===== config.mk =====
export PLATFORM = sky130hd
export DESIGN_NAME = uart_tx_fifo
export DESIGN_NICKNAME = d
export VERILOG_FILES = /design/src/rtl/uart_pkg.sv /design/src/rtl/sync_fifo.sv /design/src/rtl/uart_tx_fifo.sv
export SDC_FILE = /design/constraint.sdc
export NUM_CORES = 1
export LEC_CHECK = 0
export ABC_AREA = 1
export CELL_PAD_IN_SITES_DETAIL_PLACEMENT = 1
export CELL_PAD_IN_SITES_GLOBAL_PLACEMENT = 1
export CORE_ASPECT_RATIO = 0.9
export CORE_UTILIZATION = 40
export DETAILED_ROUTE_END_ITERATION = 8
export DONT_BUFFER_PORTS = 1
export GPL_TIMING_DRIVEN = 1
export PLACE_DENSITY_LB_ADDON = 0.1
export SLEW_MARGIN = 20
export SYNTH_ARGS = -nofsm -noshare
export SYNTH_HDL_FRONTEND = slang
export SYNTH_HIERARCHICAL = 1
export SYNTH_SLANG_ARGS = --single-unit

===== constraint.sdc =====
create_clock -name clock -period 2.95 [get_ports clock]
set_input_delay 0.59 -clock clock [delete_from_list [all_inputs] [get_ports clock]]
set_output_delay 0.59 -clock clock [all_outputs]
set_load 0.01 [all_outputs]

===== src/rtl/uart_pkg.sv =====
// Shared types and constants for the memory-mapped UART transmitter.
package uart_pkg;

    typedef enum logic [2:0] {
        TX_IDLE,
        TX_START,
        TX_DATA,
        TX_PARITY,
        TX_STOP
    } tx_state_t;

    localparam int PARITY_NONE = 0;
    localparam int PARITY_ODD  = 1;
    localparam int PARITY_EVEN = 2;

    localparam logic [15:0] DEFAULT_TX_ADDR   = 16'hf001;
    localparam logic [15:0] DEFAULT_STAT_ADDR = 16'hf002;

endpackage


===== src/rtl/sync_fifo.sv =====
// Single-clock FIFO with extra-MSB pointers; pop_data shows the head entry whenever not empty.
module sync_fifo #(
    parameter int WIDTH = 8,
    parameter int DEPTH = 16
) (
    input  logic             clock,
    input  logic             reset,
    input  logic             push,
    input  logic [WIDTH-1:0] push_data,
    input  logic             pop,
    output logic [WIDTH-1:0] pop_data,
    output logic             full,
    output logic             empty
);

    localparam int AW = $clog2(DEPTH);

    logic [WIDTH-1:0] mem [DEPTH];
    logic [AW:0]      wr_ptr;
    logic [AW:0]      rd_ptr;

    assign empty    = (wr_ptr == rd_ptr);
    assign full     = (wr_ptr[AW] != rd_ptr[AW]) && (wr_ptr[AW-1:0] == rd_ptr[AW-1:0]);
    assign pop_data = mem[rd_ptr[AW-1:0]];

    always_ff @(posedge clock or posedge reset) begin
        if (reset) begin
            wr_ptr <= '0;
            rd_ptr <= '0;
        end else begin
            if (push && !full)
                wr_ptr <= wr_ptr + (AW+1)'(1);
            if (pop && !empty)
                rd_ptr <= rd_ptr + (AW+1)'(1);
        end
    end

    // Storage carries no reset; empty pointers make stale contents invisible.
    always_ff @(posedge clock) begin
        if (push && !full)
            mem[wr_ptr[AW-1:0]] <= push_data;
    end

endmodule


===== src/rtl/uart_tx_fifo.sv =====
// UART transmitter fed by a small FIFO, written through a byte-wide MMIO data register
// with a status register reporting {ovf, full, busy}.
module uart_tx_fifo
    import uart_pkg::*;
#(
    parameter int          CLK_DIV    = 234,
    parameter int          DATA_BITS  = 8,
    parameter int          PARITY     = 0,
    parameter int          STOP_BITS  = 1,
    parameter int          FIFO_DEPTH = 16,
    parameter logic [15:0] TX_ADDR    = DEFAULT_TX_ADDR,
    parameter logic [15:0] STAT_ADDR  = DEFAULT_STAT_ADDR
) (
    input  logic        clock,
    input  logic        reset,
    input  logic [15:0] mmio_addr,
    input  logic [7:0]  mmio_wdata,
    input  logic        mmio_we,
    output logic [7:0]  mmio_rdata,
    output logic        tx,
    output logic        busy
);

    localparam int                BEAT_W    = $clog2(CLK_DIV);
    localparam logic [BEAT_W-1:0] BEAT_LAST = BEAT_W'(CLK_DIV - 1);
    localparam logic [2:0]        DATA_LAST = 3'(DATA_BITS - 1);
    localparam logic [2:0]        STOP_LAST = 3'(STOP_BITS - 1);

    tx_state_t             state, state_next;
    logic [BEAT_W-1:0]     beat_cnt, beat_next;
    logic [2:0]            bit_cnt, bit_next;
    logic [DATA_BITS-1:0]  shift_reg, shift_next;
    logic                  parity_bit, parity_next;
    logic                  tx_next;
    logic                  ovf;

    logic                  fifo_push, fifo_pop, fifo_full, fifo_empty;
    logic [DATA_BITS-1:0]  fifo_dout;
    logic                  tx_write, ovf_set, ovf_clr;
    logic                  beat_end, start_frame;

    assign tx_write  = mmio_we && (mmio_addr == TX_ADDR);
    assign fifo_push = tx_write && !fifo_full;
    assign ovf_set   = tx_write && fifo_full;
    assign ovf_clr   = mmio_we && (mmio_addr == STAT_ADDR) && mmio_wdata[2];
    assign busy      = (state != TX_IDLE) || !fifo_empty;

    sync_fifo #(
        .WIDTH (DATA_BITS),
        .DEPTH (FIFO_DEPTH)
    ) u_fifo (
        .clock     (clock),
        .reset     (reset),
        .push      (fifo_push),
        .push_data (mmio_wdata[DATA_BITS-1:0]),
        .pop       (fifo_pop),
        .pop_data  (fifo_dout),
        .full      (fifo_full),
        .empty     (fifo_empty)
    );

    always_comb begin
        mmio_rdata = 8'h00;
        if (mmio_addr == STAT_ADDR)
            mmio_rdata = {5'b0, ovf, fifo_full, busy};
    end

    // Next-state logic; tx is computed one cycle ahead so the line itself is a flop.
    always_comb begin
        state_next  = state;
        beat_next   = beat_cnt;
        bit_next    = bit_cnt;
        shift_next  = shift_reg;
        parity_next = parity_bit;
        tx_next     = tx;
        fifo_pop    = 1'b0;
        start_frame = 1'b0;
        beat_end    = (beat_cnt == BEAT_LAST);

        if (state != TX_IDLE)
            beat_next = beat_end ? '0 : beat_cnt + 1'b1;

        case (state)
            TX_IDLE: begin
                if (!fifo_empty)
                    start_frame = 1'b1;
            end
            TX_START: begin
                if (beat_end) begin
                    state_next = TX_DATA;
                    tx_next    = shift_reg[0];
                    bit_next   = '0;
                end
            end
            TX_DATA: begin
                if (beat_end) begin
                    if (bit_cnt == DATA_LAST) begin
                        bit_next = '0;
                        if (PARITY != PARITY_NONE) begin
                            state_next = TX_PARITY;
                            tx_next    = parity_bit;
                        end else begin
                            state_next = TX_STOP;
                            tx_next    = 1'b1;
                        end
                    end else begin
                        shift_next = shift_reg >> 1;
                        tx_next    = shift_reg[1];
                        bit_next   = bit_cnt + 1'b1;
                    end
                end
            end
            TX_PARITY: begin
                if (beat_end) begin
                    state_next = TX_STOP;
                    tx_next    = 1'b1;
                    bit_next   = '0;
                end
            end
            TX_STOP: begin
                if (beat_end) begin
                    if (bit_cnt == STOP_LAST) begin
                        if (!fifo_empty) begin
                            start_frame = 1'b1;
                        end else begin
                            state_next = TX_IDLE;
                            tx_next    = 1'b1;
                        end
                    end else begin
                        bit_next = bit_cnt + 1'b1;
                    end
                end
            end
            default: begin
                state_next = TX_IDLE;
                tx_next    = 1'b1;
            end
        endcase

        // Popping and driving the start bit on the same edge keeps frames gap-free.
        if (start_frame) begin
            fifo_pop    = 1'b1;
            shift_next  = fifo_dout;
            parity_next = (PARITY == PARITY_ODD) ? ~(^fifo_dout) : ^fifo_dout;
            tx_next     = 1'b0;
            state_next  = TX_START;
            beat_next   = '0;
            bit_next    = '0;
        end
    end

    always_ff @(posedge clock or posedge reset) begin
        if (reset) begin
            state      <= TX_IDLE;
            beat_cnt   <= '0;
            bit_cnt    <= '0;
            shift_reg  <= '0;
            parity_bit <= 1'b0;
            tx         <= 1'b1;
        end else begin
            state      <= state_next;
            beat_cnt   <= beat_next;
            bit_cnt    <= bit_next;
            shift_reg  <= shift_next;
            parity_bit <= parity_next;
            tx         <= tx_next;
        end
    end

    // A dropped write wins over a simultaneous clear so no overflow goes unreported.
    always_ff @(posedge clock or posedge reset) begin
        if (reset)
            ovf <= 1'b0;
        else if (ovf_set)
            ovf <= 1'b1;
        else if (ovf_clr)
            ovf <= 1'b0;
    end

endmodule


==> results of run 1 <==
## per-stage QoR
step           setup WS (ps)  total power, mW  hold slack, ps
3_5_place_dp           420.1            2.534           473.8
4_1_cts                21.96            4.566           50.65
2_1_floorplan          634.8            2.534           430.2
3_3_place_gp           547.2            2.533           460.3
5_1_grt                25.67            4.649           75.10
6_report               208.8            4.512           61.94
## Yosys cell counts (8+ instances only)
| cell | n | share of area |
|---|---|---|
| nand2_1 | 244 | 0.12 |
| edfxtp_1 | 128 | 0.51 |
| nand3_1 | 41 | 0.027 |
| dfrtp_1 | 33 | 0.11 |
| inv_1 | 44 | 0.022 |
| buf_4 | 8 | 0.0079 |
| ha_1 | 10 | 0.017 |
| nor2_1 | 133 | 0.066 |
| o21ai_1 | 10 | 0.0066 |
| buf_2 | 11 | 0.0073 |
| o21ai_0 | 56 | 0.037 |
## power by group through the flow
stage / logic [mW] / clock network [mW] / registers (mW)
2_1_floorplan: 0.0190 / 0 / 2.51
5_1_grt: 0.0212 / 2.16 / 2.46
4_1_cts: 0.0190 / 2.08 / 2.47
6_report: 0.0180 / 2.03 / 2.47
3_5_place_dp: 0.0190 / 0 / 2.51
3_3_place_gp: 0.0182 / 0 / 2.51
## layer usage
metal | global-route usage | wire, µm | vias up
met2 | 0.3170 | 8613 | 119
met1 | 0.3165 | 9779 | 2564
met5 | 0 | 0 | -
met3 | 0.04759 | 926 | 21
li1 | - | - | 2608
met4 | 0.05899 | 280 | 0
## kinds of logic (layout without fill, tap and decap cells)
family                   after synthesis  count (layout)  share of synthesized area
AO/OA/AOI/OAI                         75              75                    0.05240
adder cells (fa/ha/maj)               10              10                    0.01653
AND/OR/NAND/NOR                      453             453                     0.2502
XOR/XNOR                               9               9                    0.01041
buffers and inverters                 83              96                    0.04959
flip-flops                           162             162                     0.6203
other                                  1               5                  0.0004954
## worst max-delay path by stage
stage,from,endpoint,slack (ps),depth (start not counted)
3_5_place_dp,u_fifo/rd_ptr[3],u_fifo/mem[12][2],420,9
5_1_grt,u_fifo/rd_ptr[3],mmio_rdata[0],30,9
3_3_place_gp,u_fifo/rd_ptr[3],u_fifo/mem[8][3],550,9
6_report,u_fifo/rd_ptr[3],mmio_rdata[0],210,9
2_1_floorplan,mmio_addr[8],u_fifo/mem[12][0],630,8
4_1_cts,u_fifo/rd_ptr[0],mmio_rdata[0],20,9
## timing repair
| item | CTS | global route |
|---|---|---|
| endpoints found under the setup margin | 0 | 1 |
| gates resized for setup | 0 | 3 |
| endpoints found under the hold margin | 0 | 0 |
## cell type report
| class | count | share of cell area |
|---|---|---|
| repair buffers | 12 | 0.01079 |
| clock inverters | 14 | 0.01258 |
| inverters | 52 | 0.02397 |
| clock buffers | 18 | 0.05139 |
| well taps | 245 | 0.03670 |
| flip-flops and latches | 162 | 0.5627 |
| multi-input cells | 552 | 0.3019 |
==> impl_metrics.tcl, run 1 <==
set metrics [dict create \
    outcome "completed" \
    synth-seq-cells 162 \
    utilization 0.4523 \
    detail_route.first_pass.iterations 5 \
    largest_reg_flops 128 \
    clk_pin_slew_worst_paths_ps 70 \
    mostFrequentLayoutCell "nand2_1" \
    n_fill_cell 2129 \
    slowest_delay_ps 420 \
    ys_types 38 \
    instances_no_fill 1055 \
    multiInputGateArea_mm2 0.002521 \
    critPathTopFamily "simple AND/OR/NAND/NOR gates" \
    drv_slew 0 \
    place_congestion 0.8323 \
    async_flop_share 0.2099 \
    synth_warnings 6 \
    grt_pass1_wl_mm 31.11 \
    drive_gt1_frac 0.08642 \
    r2r_end "u_fifo/mem[4][1]" \
    antenna_left 0 \
    final_cell_mix "nand2_1, nor2_1, edfxtp_1, o21ai_0, inv_1" \
    drc_errors 0 \
    ys.flop_type "edfxtp_1" \
    grt_max_degree 66 \
    syn_area_mm2 0.007570 \
    internal_power_mw 3.555 \
    ir_worst_vdd_mv 0.3300 \
    maxCapViolCount 0 \
    worstMarginPinSlew_ps 977.1 \
    rows 47 \
    clock_power_share 0.449 \
    synth-seq-area-share 0.6203 \
    fin_setup_tns_ps 0 \
    dpl_cell_area_mm2 0.007807 \
    reg2reg_depth 9 \
    hp-class "input pin to asynchronous set/reset pin" \
    die_y_um 132.5 \
    io_pins 37 \
    core_mm2 0.01847 \
    routed_wl_mm 19.60 \
    critical_path_arrival_ps 2150 \
    hold_viol 0 \
    n_antenna_cell 0 \
    crit_required_ps 2360 \
    drtIter0Drc 303 \
    cp.buffers_inverters 3 \
    clk_path_buf_depth 2 \
    nets 834 \
    slowest_stage "dfrtp_1" \
    place_hpwl_mm 13.33 \
    critPathKind "flop to output pin" \
    setup_viol 0 \
    cts_tree "built" \
    globalRouteOverflowTotal 0 \
    numCtsBuffers 17 \
    via_count 5312 \
    cts_num_sinks 162 \
    syn_inst 793 \
    die-width_um 147.0 \
    rsz0062_at_grt "no" \
    root_buffer "clkbuf_16" \
    path_cells "inv_1 -> nand2_1 -> nand2_1 -> nor2_4 -> nand3_2 -> inv_1 -> inv_1 -> nor2_4 -> nor2_1" \
    crit_path_max_fanout 11 \
    via_per_inst 5.035 \
    r2r-start "u_fifo/rd_ptr[3]" \
    start_kind "flop" \
    clkLatencyLatePin_ps 430 \
    grt_antenna_before_repair 0 \
    cts_htree_levels 4 \
    crit_top_cell "inv_1" \
    regArea_mm2 0.004700 \
    p_seq_frac 0.547 \
    synth_edf_count 128 \
    fmax_ghz 0.3648 \
    powerDensity_mw_per_mm2 540.3 \
    wl_per_cell_um 18.58 \
    pwr-share-comb 0.004 \
    grt_pass1_vias 5496 \
    start_util 0.4099 \
    grt_usage 0.2144 \
    area_growth_pct 10.33 \
    ctsHoldBuffers 0 \
    timing.slew.headroom 0.3479 \
    numPortBuffers 0 \
    cts_setup_buffers 0 \
    period_needed_ps 2741 \
    dp.cells 1023 \
    power.switching_mw 0.9572 \
    cp-end-kind "output pin" \
    rrSetupSlack_ps 430 \
    clock-skew-final_ps 10.71 \
    final_cell_area_mm2 0.008352 \
    dieArea_mm2 0.01948 \
    finalCritPeriodShare 0.9292 \
    synth_area_per_cell_um2 9.546 \
    p_leak_nw 3.393 \
    switching_share 0.2121 \
]
(Power assumes the default switching activity.)
==> run 2, diff against run 1 <==
Settings changed: CORE_ASPECT_RATIO 0.9 to 1.1.
==> run 2 against run 1 <==
- critical path depth stayed put
- first-iteration DRC count is 6.3% lower
- highest routed layer unchanged
- cell count is 0.28% lower
- flip-flop and latch count stayed put
- register-to-register slack worse by 30 ps
- global-route usage is 0.055 points higher
- design area is 0.45% higher
- maximum frequency is 0.22% lower
- clock skew hardly changed
- wire length is 2.0% higher
==> impl_metrics.tcl, run 2 (synthesized netlist as in run 1, its figures left out) <==
set metrics [dict create \
    outcome "completed" \
    grt_pass1_vias 5666 \
    wl_per_cell_um 18.99 \
    start_kind "flop" \
    r2r-start "u_fifo/rd_ptr[3]" \
    cts_setup_buffers 0 \
    r2r_end "u_fifo/mem[2][3]" \
    numCtsBuffers 17 \
    fin_setup_tns_ps 0 \
    hp-class "input pin to asynchronous set/reset pin" \
    largest_reg_flops 128 \
    detail_route.first_pass.iterations 4 \
    place_congestion 0.8991 \
    drtIter0Drc 284 \
    crit_path_max_fanout 9 \
    dieArea_mm2 0.01948 \
    mostFrequentLayoutCell "nand2_1" \
    clk_pin_slew_worst_paths_ps 70 \
    critical_path_arrival_ps 2160 \
    grt_pass1_wl_mm 30.80 \
    fmax_ghz 0.3640 \
    crit_required_ps 2360 \
    timing.slew.headroom 0.3796 \
    cts_tree "built" \
    maxCapViolCount 0 \
    internal_power_mw 3.686 \
    p_leak_nw 3.416 \
    clock_power_share 0.465 \
    setup_viol 0 \
    core_mm2 0.01848 \
    routed_wl_mm 19.98 \
    hold_ws_ps 64.21 \
    globalRouteOverflowTotal 0 \
    clock-skew-final_ps 10.86 \
    grt_antenna_before_repair 1 \
    die-width_um 133.2 \
    place_hpwl_mm 13.25 \
    root_buffer "clkbuf_16" \
    cts_htree_levels 4 \
    clkLatencyLatePin_ps 420 \
    powerDensity_mw_per_mm2 553.2 \
    n_antenna_cell 0 \
    instances_no_fill 1052 \
    switching_share 0.2057 \
    drive_gt1_frac 0.08900 \
    worstMarginPinSlew_ps 924.8 \
    reg2reg_depth 9 \
    ctsHoldBuffers 0 \
    n_fill_cell 2110 \
    grt_usage 0.2149 \
    p_seq_frac 0.531 \
    period_needed_ps 2747 \
    rrSetupSlack_ps 400 \
    final_cell_mix "nand2_1, nor2_1, edfxtp_1, o21ai_0, inv_1" \
    via_count 5410 \
    drc_errors 0 \
    finalCritPeriodShare 0.9312 \
    power.switching_mw 0.9548 \
    numPortBuffers 0 \
    drv_slew 0 \
    rows 52 \
    nets 833 \
    clk_path_buf_depth 2 \
    pwr-share-comb 0.004 \
    die_y_um 146.3 \
    dp.cells 1020 \
    area_growth_pct 10.83 \
    start_util 0.4097 \
    io_pins 37 \
    grt_max_degree 68 \
    via_per_inst 5.143 \
    hold_viol 0 \
    rsz0062_at_grt "no" \
    cp-end-kind "output pin" \
    ir_worst_vdd_mv 0.3839 \
    antenna_left 0 \
    cts_num_sinks 162 \
    critPathKind "flop to output pin" \
]
run 2: cell count changes in the layout (fill, tap and decap cells not counted), sizes merged:
cell      delta
inv          -3
buf          -1
clkinvlp     -2
clkinv       +2
clkbuf       +3
run 2: what timing repair did:
item,CTS,global route
setup endpoints to repair,1,1
resized for setup,1,2
cloned,0,0
pin swaps,0,0
run 2: final cells by class:
| class | count | area (µm²) | area share |
|---|---|---|---|
| Timing Repair Buffer | 11 | 82.58 | 0.009843 |
| Inverter | 52 | 200.2 | 0.02386 |
| Sequential cell | 162 | 4698 | 0.5600 |
| Tap cell | 243 | 304.0 | 0.03624 |
| Clock buffer | 21 | 493.0 | 0.05876 |
| Clock inverter | 11 | 90.09 | 0.01074 |
| Multi-Input combinational cell | 552 | 2521 | 0.3005 |
run 2: worst max-delay path by stage:
| stage | startpoint | to | slack [ps] | depth (start not counted) |
|---|---|---|---|---|
| after floorplan | mmio_addr[8] | u_fifo/mem[12][0] | 630 | 8 |
| after global placement | u_fifo/rd_ptr[3] | u_fifo/mem[12][1] | 480 | 9 |
| after detailed placement | u_fifo/wr_ptr[0] | mmio_rdata[0] | 430 | 9 |
| after CTS | u_fifo/wr_ptr[0] | mmio_rdata[0] | 80 | 9 |
| after global routing | u_fifo/wr_ptr[2] | mmio_rdata[0] | 50 | 9 |
| final | u_fifo/rd_ptr[2] | mmio_rdata[0] | 200 | 9 |
run 2: per-stage QoR:
| step | power, mW | instance area (µm²) | util | setup WS (ps) |
|---|---|---|---|---|
| after detailed placement | 2.534 | 7797 | 0.4220 | 429.8 |
| after global placement | 2.533 | 7797 | 0.4220 | 483.2 |
| after floorplan | 2.534 | 7585 | - | 634.8 |
| after global routing | 4.766 | 8389 | 0.4540 | 51.53 |
| after CTS | 4.681 | 8383 | 0.4537 | 83.71 |
| final | 4.641 | 8389 | 0.4540 | 202.8 |
run 2: worst max-delay path, cell delays in order, from the launching register on:
cell,delay (ps)
dfrtp_1,460
buf_4,210
nand2_1,70
nand2_1,80
nor2_4,150
nand3_2,170
inv_1,150
inv_1,150
nor2_4,200
nor2_1,100
run 2: routing by layer:
metal | wire, µm | vias to the layer above | GRT usage | part of all wire
li1 | - | 2604 | - | -
met1 | 8683 | 2686 | 0.2613 | 0.43
met2 | 10290 | 90 | 0.3780 | 0.52
met3 | 586 | 30 | 0.03576 | 0.029
met4 | 421 | 0 | 0.08693 | 0.021
met5 | 0 | - | 0 | 0
run 2: power groups by stage:
| stage | clock [mW] | sequential (mW) | combinational, mW |
|---|---|---|---|
| floorplan | 0 | 2.51 | 0.0190 |
| global placement | 0 | 2.51 | 0.0182 |
| detailed placement | 0 | 2.51 | 0.0188 |
| CTS | 2.20 | 2.47 | 0.0189 |
| global route | 2.28 | 2.47 | 0.0214 |
| finish | 2.16 | 2.47 | 0.0179 |
